### src/rtl/uart_pkg.sv
// Shared UART definitions: FSM state encoding and oversampling constants,
// reused by the receiver, transmitter and baud generator.
package uart_pkg;

    localparam int OVERSAMPLE = 16;
    localparam int MID_SAMPLE = 7;

    typedef enum logic [2:0] {
        IDLE,
        START,
        DATA,
        STOP,
        PARITY
    } uart_state_e;

endpackage

### src/rtl/uart_rx_sync.sv
// Two-flop synchronizer for the asynchronous rx line; resets to the idle
// (high) level so a reset never looks like a start bit.
module uart_rx_sync (
    input  logic clk,
    input  logic reset,
    input  logic d,
    output logic q
);

    logic meta;

    // NOTE: non-blocking assignments make meta->q a real two-stage pipeline;
    // blocking ones would collapse it into a single flop.
    always_ff @(posedge clk) begin
        if (reset) begin
            meta <= 1'b1;
            q    <= 1'b1;
        end else begin
            meta <= d;
            q    <= meta;
        end
    end

endmodule

### src/rtl/uart_receiver.sv
// Oversampling UART receiver (start + DBit data + optional even parity + stop).
// Define UART_RX_PARITY_EN to add the parity bit and the parity_err output.
module uart_receiver
    import uart_pkg::*;
#(
    parameter int DBit = 8,
    parameter int SBit = 16
) (
    input  logic       clk,
    input  logic       reset,
    input  logic       s_tick,
    input  logic       rx,
    output logic [7:0] rx_dataOut,
    output logic       rx_done_tick,
    output logic       frame_err
`ifdef UART_RX_PARITY_EN
    ,
    output logic       parity_err
`endif
);

    // Tick counter is 4 bits, widened only when a long stop bit needs it.
    localparam int TW = ($clog2(SBit) > 4) ? $clog2(SBit) : 4;
    localparam logic [TW-1:0] MID_LAST  = TW'(MID_SAMPLE);
    localparam logic [TW-1:0] BIT_LAST  = TW'(OVERSAMPLE - 1);
    localparam logic [TW-1:0] STOP_LAST = TW'(SBit - 1);
    localparam logic [TW-1:0] TICK_ONE  = TW'(1);
    localparam logic [2:0]    DATA_LAST = 3'(DBit - 1);

`ifdef UART_RX_PARITY_EN
    localparam uart_state_e AFTER_DATA = PARITY;
`else
    localparam uart_state_e AFTER_DATA = STOP;
`endif

    uart_state_e   state;
    logic [TW-1:0] tick_cnt;
    logic [2:0]    bit_cnt;
    logic [7:0]    shreg;
    logic          armed;
    logic          rx_s;
`ifdef UART_RX_PARITY_EN
    logic          par_bit;
`endif

    uart_rx_sync u_rx_sync (
        .clk   (clk),
        .reset (reset),
        .d     (rx),
        .q     (rx_s)
    );

    always_ff @(posedge clk) begin
        if (reset) begin
            state        <= IDLE;
            armed        <= 1'b1;
            tick_cnt     <= '0;
            bit_cnt      <= '0;
            shreg        <= '0;
            rx_dataOut   <= '0;
            rx_done_tick <= 1'b0;
            frame_err    <= 1'b0;
`ifdef UART_RX_PARITY_EN
            par_bit      <= 1'b0;
            parity_err   <= 1'b0;
`endif
        end else begin
            rx_done_tick <= 1'b0;
            case (state)
                IDLE: begin
                    // After a framing error the line must go high before re-arming.
                    if (!armed) begin
                        if (rx_s) armed <= 1'b1;
                    end else if (!rx_s) begin
                        state    <= START;
                        tick_cnt <= '0;
                    end
                end
                START: if (s_tick) begin
                    if (tick_cnt == MID_LAST) begin
                        tick_cnt <= '0;
                        bit_cnt  <= '0;
                        state    <= rx_s ? IDLE : DATA;
                    end else begin
                        tick_cnt <= tick_cnt + TICK_ONE;
                    end
                end
                DATA: if (s_tick) begin
                    if (tick_cnt == BIT_LAST) begin
                        tick_cnt <= '0;
                        shreg    <= {rx_s, shreg[7:1]};
                        if (bit_cnt == DATA_LAST) state <= AFTER_DATA;
                        else bit_cnt <= bit_cnt + 3'd1;
                    end else begin
                        tick_cnt <= tick_cnt + TICK_ONE;
                    end
                end
`ifdef UART_RX_PARITY_EN
                PARITY: if (s_tick) begin
                    if (tick_cnt == BIT_LAST) begin
                        tick_cnt <= '0;
                        par_bit  <= rx_s;
                        state    <= STOP;
                    end else begin
                        tick_cnt <= tick_cnt + TICK_ONE;
                    end
                end
`endif
                STOP: if (s_tick) begin
                    if (tick_cnt == STOP_LAST) begin
                        tick_cnt     <= '0;
                        rx_dataOut   <= shreg >> (8 - DBit);
                        frame_err    <= ~rx_s;
                        armed        <= rx_s;
                        rx_done_tick <= 1'b1;
`ifdef UART_RX_PARITY_EN
                        parity_err   <= (^(shreg >> (8 - DBit))) ^ par_bit;
`endif
                        state        <= IDLE;
                    end else begin
                        tick_cnt <= tick_cnt + TICK_ONE;
                    end
                end
                default: state <= IDLE;
            endcase
        end
    end

endmodule

### config.mk
export PLATFORM = sky130hd
export DESIGN_NAME = uart_receiver
export DESIGN_NICKNAME = d
export VERILOG_FILES = /design/src/rtl/uart_pkg.sv /design/src/rtl/uart_rx_sync.sv /design/src/rtl/uart_receiver.sv
export SDC_FILE = /design/constraint.sdc
export NUM_CORES = 1
export LEC_CHECK = 0
export ABC_AREA = 0
export CAP_MARGIN = 20
export CORE_MARGIN = 4
export CORE_UTILIZATION = 49
export CTS_CLUSTER_SIZE = 12
export DETAILED_ROUTE_END_ITERATION = 10
export GPL_TIMING_DRIVEN = 0
export PLACE_DENSITY = 0.74
export RECOVER_POWER = 25
export SLEW_MARGIN = 40
export SYNTH_ARGS = -nofsm -noshare
export SYNTH_HDL_FRONTEND = slang
export SYNTH_SLANG_ARGS = --single-unit
### constraint.sdc
create_clock -name clk -period 1.6 [get_ports clk]
set_input_delay 0.32 -clock clk [delete_from_list [all_inputs] [get_ports clk]]
set_output_delay 0.32 -clock clk [all_outputs]
set_load 0.1 [all_outputs]
After elaboration in Yosys (flattened, before gate mapping)
Cells that the tools add are included.
W data, S select, Z words.
{ "classes": {"addsub": 2, "n_eq_ne": 17, "mux": 30, "bitwise_logic": 3, "reduce_logical": 12} }
{ "ops": {"columns": ["operator", "count"], "rows": [
  ["$mux W3", 14],
  ["$mux W4", 6],
  ["$ne A2 B2 Y1 const B", 10],
  ["$pmux W3 S4", 1],
  ["$pmux W4 S3", 1],
  ["$reduce_and A3 Y1", 3],
  ["$reduce_and A9 Y1", 1],
  ["$eq A3 B2 Y1 const B", 2],
  ["$pmux W3 S2", 1],
  ["$reduce_and A6 Y1", 1],
  ["$mux W1", 5],
  ["$reduce_and A5 Y1", 1],
  ["$add A4 B1 Y4 const B", 1],
  ["$eq A4 B3 Y1 const B", 1],
  ["$eq A4 B4 Y1 const B", 1],
  ["$reduce_bool A2 Y1", 2],
  ["$add A3 B1 Y3 const B", 1],
  ["$eq A3 B1 Y1 const B", 1],
  ["$eq A3 B3 Y1 const B", 1],
  ["$logic_not A3 Y1", 1],
  ["$not A1 Y1", 3],
  ["$reduce_bool A3 Y1", 1],
  ["$reduce_or A3 Y1", 1],
  ["$mux W2", 1],
  ["3 further kinds", 3]
]} }
{ "totals": {"regBits": 31, "inputBits": 4} }

Logic depth before layout (Yosys ltp)
Gate-level depths: netlist of run 1.
{ "logic_depth": {"depth_word": 5, "depth_mapped": 6, "ltp_nobuf": 6} }

Modules after synthesis
A second synthesis of run 1 with hierarchy kept.
{ "hier_totals": {"cells_unflattened": 154, "hier_area_um2": 1386.3} }
{ "by_module_without_submodules": {"columns": ["mod", "n_inst", "cells_each", "area_each_um2", "seq_area_each_um2"], "rows": [
  ["uart_receiver", 1, 150, 1333.8, 560.5],
  ["uart_rx_sync", 1, 4, 52.6, 40.0]
]} }

Worst setup path before layout of run 1
Ideal clock, no wire load.
{ "synth_timing": {"kind": "reg2reg", "startpoint": "reg tick_cnt[0]", "endpoint": "reg state[0]", "setup_time_ns": 0.123, "arrival_time_ns": 1.615, "required_ns": 1.477, "setup_slack_ns": -0.138, "path_stages_with_launch": 6, "n_path_buf": 0, "period_less_slack_ns": 1.738, "path_cell_list": "dfxtp_1 -> ha_1 -> nand2_1 -> or4b_1 -> a31oi_1 -> mux2_1"} }
{ "synth_between": {"elab_chain_cells": 3, "elab_cells_between_ends": 6, "classes_between": "5 x eq/ne; 1 x reduce/logical"} }
{ "synth_rtl": {"columns": ["item", "line_no", "text"], "rows": [
  ["start: declaration", "uart_receiver.sv:37", "logic [TW-1:0] tick_cnt;"],
  ["start signal: assignment", "uart_receiver.sv:85", "tick_cnt <= tick_cnt + TICK_ONE;"],
  ["start signal: assignment", "uart_receiver.sv:95", "tick_cnt <= tick_cnt + TICK_ONE;"],
  ["start signal: assignment", "uart_receiver.sv:121", "tick_cnt <= tick_cnt + TICK_ONE;"],
  ["$eq A4 B4 Y1 or $eq A4 B3 Y1 (tied branches)", "uart_receiver.sv:89, uart_receiver.sv:110, uart_receiver.sv:80", null],
  ["$ne A2 B2 Y1 (no source line)", null, null],
  ["$reduce_and A9 Y1 (no source line) *", null, null],
  ["end signal: assignment", "uart_receiver.sv:83", "state <= rx_s ? IDLE : DATA;"],
  ["end: declaration", "uart_receiver.sv:36", "uart_state_e state;"]
]} }
Mark *: on every way between the ends. The rest lies on a longest branch, timed or not.
A chain may end at the register's enable or synchronous reset.

Worst setup path in the final report of run 1
Ends and elaborated chain as after synthesis.

==> results.toml, run 1 <==
[grt]
number_of_global_route_vias_before_repair = 964
grt_busiest_layer = "met2"
groute.usage.overall_pct = 16.2
globalRouteMet3Util_pct = 4.58
grt_max_degree = 11
grt_util_met2_pct = 25.6
grt_first_pass_wirelength_um = 4160
globalRoute.totalOverflow = 0
grt_antenna_before_repair = 0
use_met1_pct = 18.7

[yosys]
synth.top_cells.by_count = "dfxtp_1, nor2_1, mux2i_1"
mappedNetlistArea_sq_um = 1280
post_synthesis_sequential_area_ratio_pct = 46.8
synth_fp_nets = 137
synth_area_per_cell_sq_um = 9.87
synth.lib_cells_used.distinct = 36
ys_dominant_reg_cell = "dfxtp_1"
synthCells = 130
synth_top_area_share_pct = 46.8
synth-edff-count = 0
synth-async-reset-ratio_pct = 0
synth.top_cells.by_area = "dfxtp_1, mux2i_1, nor2_1, ha_1, buf_6"
ys_seq_elements = 30
yosysWarnings = 0
synth_most_common_cell = "dfxtp_1"
synthDominantAreaCellType = "dfxtp_1"

[clock_tree]
clock_tree_buffer_depth = 2
clock_tree.htree_level_count = 2
cts-root-buf = "clkbuf_4"
cts_inserted_buffers = 5
cts_sinks = 30
cts.clk_slew.worst_paths_ns = 0.09
clk_latency_ns = 0.33
cts_tree = "built"

[cells_and_area]
area_growth_from_synthesis_to_layout_pct = 24.7
layoutNonFillerInstCount = 188
post_route_cells_drive_above_1_share_pct = 31.0
design.final.nets = 164
n_antenna_cell = 0
final_cell_area_sq_um = 1600
final_util_pct = 64.5

[timing]
worst_clock_skew_ns = 0.00903
final_setup_violation_count = 1
report.final.slew_viol_count = 0
final_min_period_over_clock_period_pct = 106
hold_viol = 0
grt_setup_unrepaired = "yes"
transition_time_at_the_pin_with_the_least_slew_margin_ns = 0.496
timing.max_slew.rel_slack_pct = 66.9
finalWorstSetupSlack_ns = -0.103
timing.setup.tns_ns = -0.103
hold_ws_ns = 0.415
clock.fmax_ghz = 0.587
fin_crit_ns = 1.70

[detailed_routing]
route.final.wire_length_um = 2640
route.detailed.drc = 0
avgRoutedWirePerCell_um = 14.1
route.antenna.remaining_nets = 0
detailroute.via_count = 1026
count_of_tritonroute_iterations_in_the_first_routing_pass = 4
drtIter0Drc = 13
viasPerCell = 5.46

[worst_setup_path]
worst_ep_arrival_time_ns = 1.93
critical_path_class = "reg2reg"
cell_type_group_with_the_largest_total_delay_on_the_critical_path = "simple AND/OR/NAND/NOR gates"
critical_path.slowest_cell = "or4b_1"
max_stage_delay_ns = 0.49
path_cells = "ha_4, nand2_2, or4b_1, a31oi_2, mux2_4"
critPathMaxFanout = 3
required_time_of_the_critical_path_ns = 1.83
worstSetupStartpointType = "flop"
critPathBufInv = 0
critical_path.endpoint_type = "flop"

[run]
maxCapViolCount = 0

[placement]
place_worst_setup_slack_ns = -0.426
i_o_buffers = 13
place_congestion = 0.767
placed_cells_incl_taps = 173
dp.final_hpwl_um = 1680
placed_cell_area_sq_um = 1420

[power]
relative_contribution_of_sequential_cells_to_total_power_pct = 48.0
cellInternalPower_mw = 1.22
peakVddDrop_mv = 0.752
clock_power_share_pct = 36.4
combinationalPowerShare_pct = 15.6
power_leakage_nw = 0.717
p_sw_share_pct = 24.4
power_mw = 1.62
power.switching_uw = 395
power_per_cell_area_nw_per_um2 = 1010

[run_status]
violations = "negative setup slack"
run_status = "finished, violations left"

[die]
design.portCount = 14
die_area_sq_um = 3500
placement_rows = 18
core_region_area_sq_um = 2480
die_height_um = 59.2
die_wd_um = 59.2
effective_utilization_at_floorplan_pct = 51.8

[min_path]
timing.hold.worst.class = "reg2reg"
-- power groups by stage --
stage	clock, mW	combinational [mW]	sequential, mW
6_report	0.588	0.252	0.777
4_1_cts	0.608	0.192	0.775
3_3_place_gp	0	0.185	0.792
5_1_grt	0.643	0.272	0.779
2_1_floorplan	0	0.151	0.789
3_5_place_dp	0	0.192	0.793
-- final timing paths --
kind             startpoint           to  slack [ns]  cells after the start
min          u_rx_sync.meta  u_rx_sync.q        0.41                      1
max reg2reg     tick_cnt[0]     state[0]       -0.10                      5
min reg2reg  u_rx_sync.meta  u_rx_sync.q        0.41                      1
max             tick_cnt[0]     state[0]       -0.10                      5
-- kinds of logic (layout without fill, tap and decap cells) --
logic type	after synthesis	in the layout	synth area share, %
buffers and inverters	11	39	4.68
flip-flops	30	30	46.8
multiplexers	22	22	17.6
XOR/XNOR	1	1	0.683
adder cells (fa/ha/maj)	3	3	2.93
AND/OR/NAND/NOR	50	50	20.7
AO/OA/AOI/OAI	13	13	6.63
-- cell type report --
cell class	count	area, sq um
buffer	7	45.0
clock buffer	7	45.0
clock inverter	1	30.0
fill	227	878
inverter	2	7.51
multi-input combinational	89	682
sequential	30	606
tap	30	37.5
timing repair buffer	22	146
-- sequential cells by signal (all words and copies together) (netlist names) --
name            count
rx_dataOut          8
shreg               8
tick_cnt            4
bit_cnt             3
state               2
armed               1
frame_err           1
rx_done_tick        1
u_rx_sync.meta      1
u_rx_sync.q         1
-- per-layer routing --
metal / up-vias / wire length, um
li1: 506 / -
met1: 500 / 1190
met2: 12 / 1330
met3: 8 / 64
met4: 0 / 61
met5: - / 0
-- cells in the final DEF, fill, tap and decap left out, types with 2 or more instances in the layout --
master / instances
dfxtp_1: 26
nor2_1: 22
mux2i_1: 20
buf_2: 11
buf_4: 9
clkbuf_4: 5
clkbuf_1: 4
nand2_1: 4
a21oi_1: 4
dfxtp_2: 4
nand3_1: 3
nor2b_1: 3
nor3b_1: 3
clkbuf_2: 2
inv_1: 2
buf_6: 2
or2_2: 2
o21ai_0: 2
ha_2: 2
-- what timing repair did --
item,in CTS,in global routing
hold buffers,0,0
buffers inserted,5,3
pin swaps,4,5
resized for setup,9,13
endpoints found under the setup margin,12,23
cloned,0,1
(Power assumes the default switching activity.)
==> run 2, diff against run 1 <==
Settings changed: SETUP_SLACK_MARGIN set to 0.05.
==> results.toml, run 2 (synthesis results as in run 1) <==
[worst_setup_path]
critical_path.endpoint_type = "flop"
worstSetupStartpointType = "flop"
max_stage_delay_ns = 0.46
path_cells = "ha_4, nand2_2, or4b_1, a31oi_1, mux2_1"
r2r_slack_ns = -0.06
critPathBufInv = 0
critical_path.slowest_cell = "or4b_1"
critical_path_class = "reg2reg"
worst_ep_arrival_time_ns = 1.88
required_time_of_the_critical_path_ns = 1.82
cell_type_group_with_the_largest_total_delay_on_the_critical_path = "simple AND/OR/NAND/NOR gates"
critPathMaxFanout = 5

[timing]
report.final.slew_viol_count = 0
transition_time_at_the_pin_with_the_least_slew_margin_ns = 0.489
final_min_period_over_clock_period_pct = 104
finalWorstSetupSlack_ns = -0.0582
worst_clock_skew_ns = 0.00781
hold_viol = 0
grt_setup_unrepaired = "yes"
final_setup_violation_count = 3
timing.max_slew.rel_slack_pct = 67.6
clock.fmax_ghz = 0.603
hold_ws_ns = 0.415
fin_crit_ns = 1.66
timing.setup.tns_ns = -0.0772

[detailed_routing]
route.antenna.remaining_nets = 0
route.detailed.drc = 0
viasPerCell = 5.32
count_of_tritonroute_iterations_in_the_first_routing_pass = 4
route.final.wire_length_um = 2540
detailroute.via_count = 990
drtIter0Drc = 24
avgRoutedWirePerCell_um = 13.7

[die]
effective_utilization_at_floorplan_pct = 51.8
placement_rows = 18
design.portCount = 14
die_wd_um = 59.2
die_area_sq_um = 3500
core_region_area_sq_um = 2480
die_height_um = 59.2

[placement]
dp.final_hpwl_um = 1680
i_o_buffers = 13
placed_cells_incl_taps = 173
place_congestion = 0.751

[grt]
grt_max_degree = 11
grt_first_pass_wirelength_um = 4070
groute.usage.overall_pct = 16.1
globalRoute.totalOverflow = 0
number_of_global_route_vias_before_repair = 883
grt_antenna_before_repair = 0

[clock_tree]
clk_latency_ns = 0.33
cts_inserted_buffers = 5
cts.clk_slew.worst_paths_ns = 0.10
cts_sinks = 30
cts-root-buf = "clkbuf_4"
clock_tree.htree_level_count = 2
clock_tree_buffer_depth = 2
cts_hold_buffers = 0
cts_tree = "built"

[run_status]
violations = "negative setup slack"
run_status = "finished, violations left"

[cells_and_area]
post_route_cells_drive_above_1_share_pct = 31.4
area_growth_from_synthesis_to_layout_pct = 25.1
mostFrequentLayoutCells = "dfxtp_1, nor2_1, mux2i_1"
n_antenna_cell = 0
final_util_pct = 64.7
design.final.nets = 162
top_registers = "rx_dataOut (8), shreg (8), tick_cnt (4)"
n_fill_cell = 202
layoutNonFillerInstCount = 186
register_area_sq_um = 613
mostFrequentLayoutCell = "dfxtp_1"
multiInputGateArea_sq_um = 687

[power]
power_leakage_nw = 0.704
peakVddDrop_mv = 0.873
power_mw = 1.47
power_per_cell_area_nw_per_um2 = 915

[min_path]
timing.hold.worst.class = "reg2reg"

[run]
maxCapViolCount = 0
run 2: cell count changes in the layout (fill, tap and decap cells not counted), moves of 2 or more:
cell,delta
dfxtp_2,-3
clkbuf_1,-2
buf_4,-4
dfxtp_4,+3
run 2: cell type report:
type,count,share of cell area (%)
Multi-Input combinational cell,89,42.8
Clock buffer,6,3.20
Tap cell,30,2.34
Clock inverter,2,0.780
Inverter,2,0.468
Buffer,7,2.96
Sequential cell,30,38.2
Timing Repair Buffer,20,9.20
run 2: worst register-to-register path: cells and delay by family (launching register included):
| family | cells | cell delay (ns) |
|---|---|---|
| adder cells (fa/ha/maj) | 1 | 0.15 |
| multiplexers | 1 | 0.34 |
| flip-flops | 1 | 0.38 |
| AND/OR/NAND/NOR | 2 | 0.51 |
| AO/OA/AOI/OAI | 1 | 0.16 |
run 2: layer usage:
layer	global-route usage (%)	wire length, um
met4	7.77	46
met5	0	0
met3	6.97	106
met2	23.0	1200
met1	20.6	1190
run 2: report_power, final:
group          internal, mW  switching (mW)  total [mW]
Sequential            0.758          0.0166       0.774
Clock                 0.211           0.268       0.479
Combinational         0.105           0.109       0.214
run 2: path summary, 6_finish.rpt:
path,start,to,cells after the start
setup / recovery,tick_cnt[0],state[0],5
hold / removal,u_rx_sync.meta,u_rx_sync.q,1
setup reg to reg,tick_cnt[0],state[0],5
hold reg to reg,u_rx_sync.meta,u_rx_sync.q,1
run 2: stage by stage:
stage | cell area, sq um | setup WS [ns]
after global placement | 1480 | -0.383
final | 1600 | -0.0582
after global routing | 1600 | -0.128
after detailed placement | 1430 | -0.418
after CTS | 1530 | -0.0762
after floorplan | 1320 | 0.0184
run 2: what timing repair did:
item                                    CTS  global route
resized for setup                        12            13
gates cloned                              0             1
endpoints found under the setup margin   20            22
pin swaps                                 4             3
setup buffers                             3             3
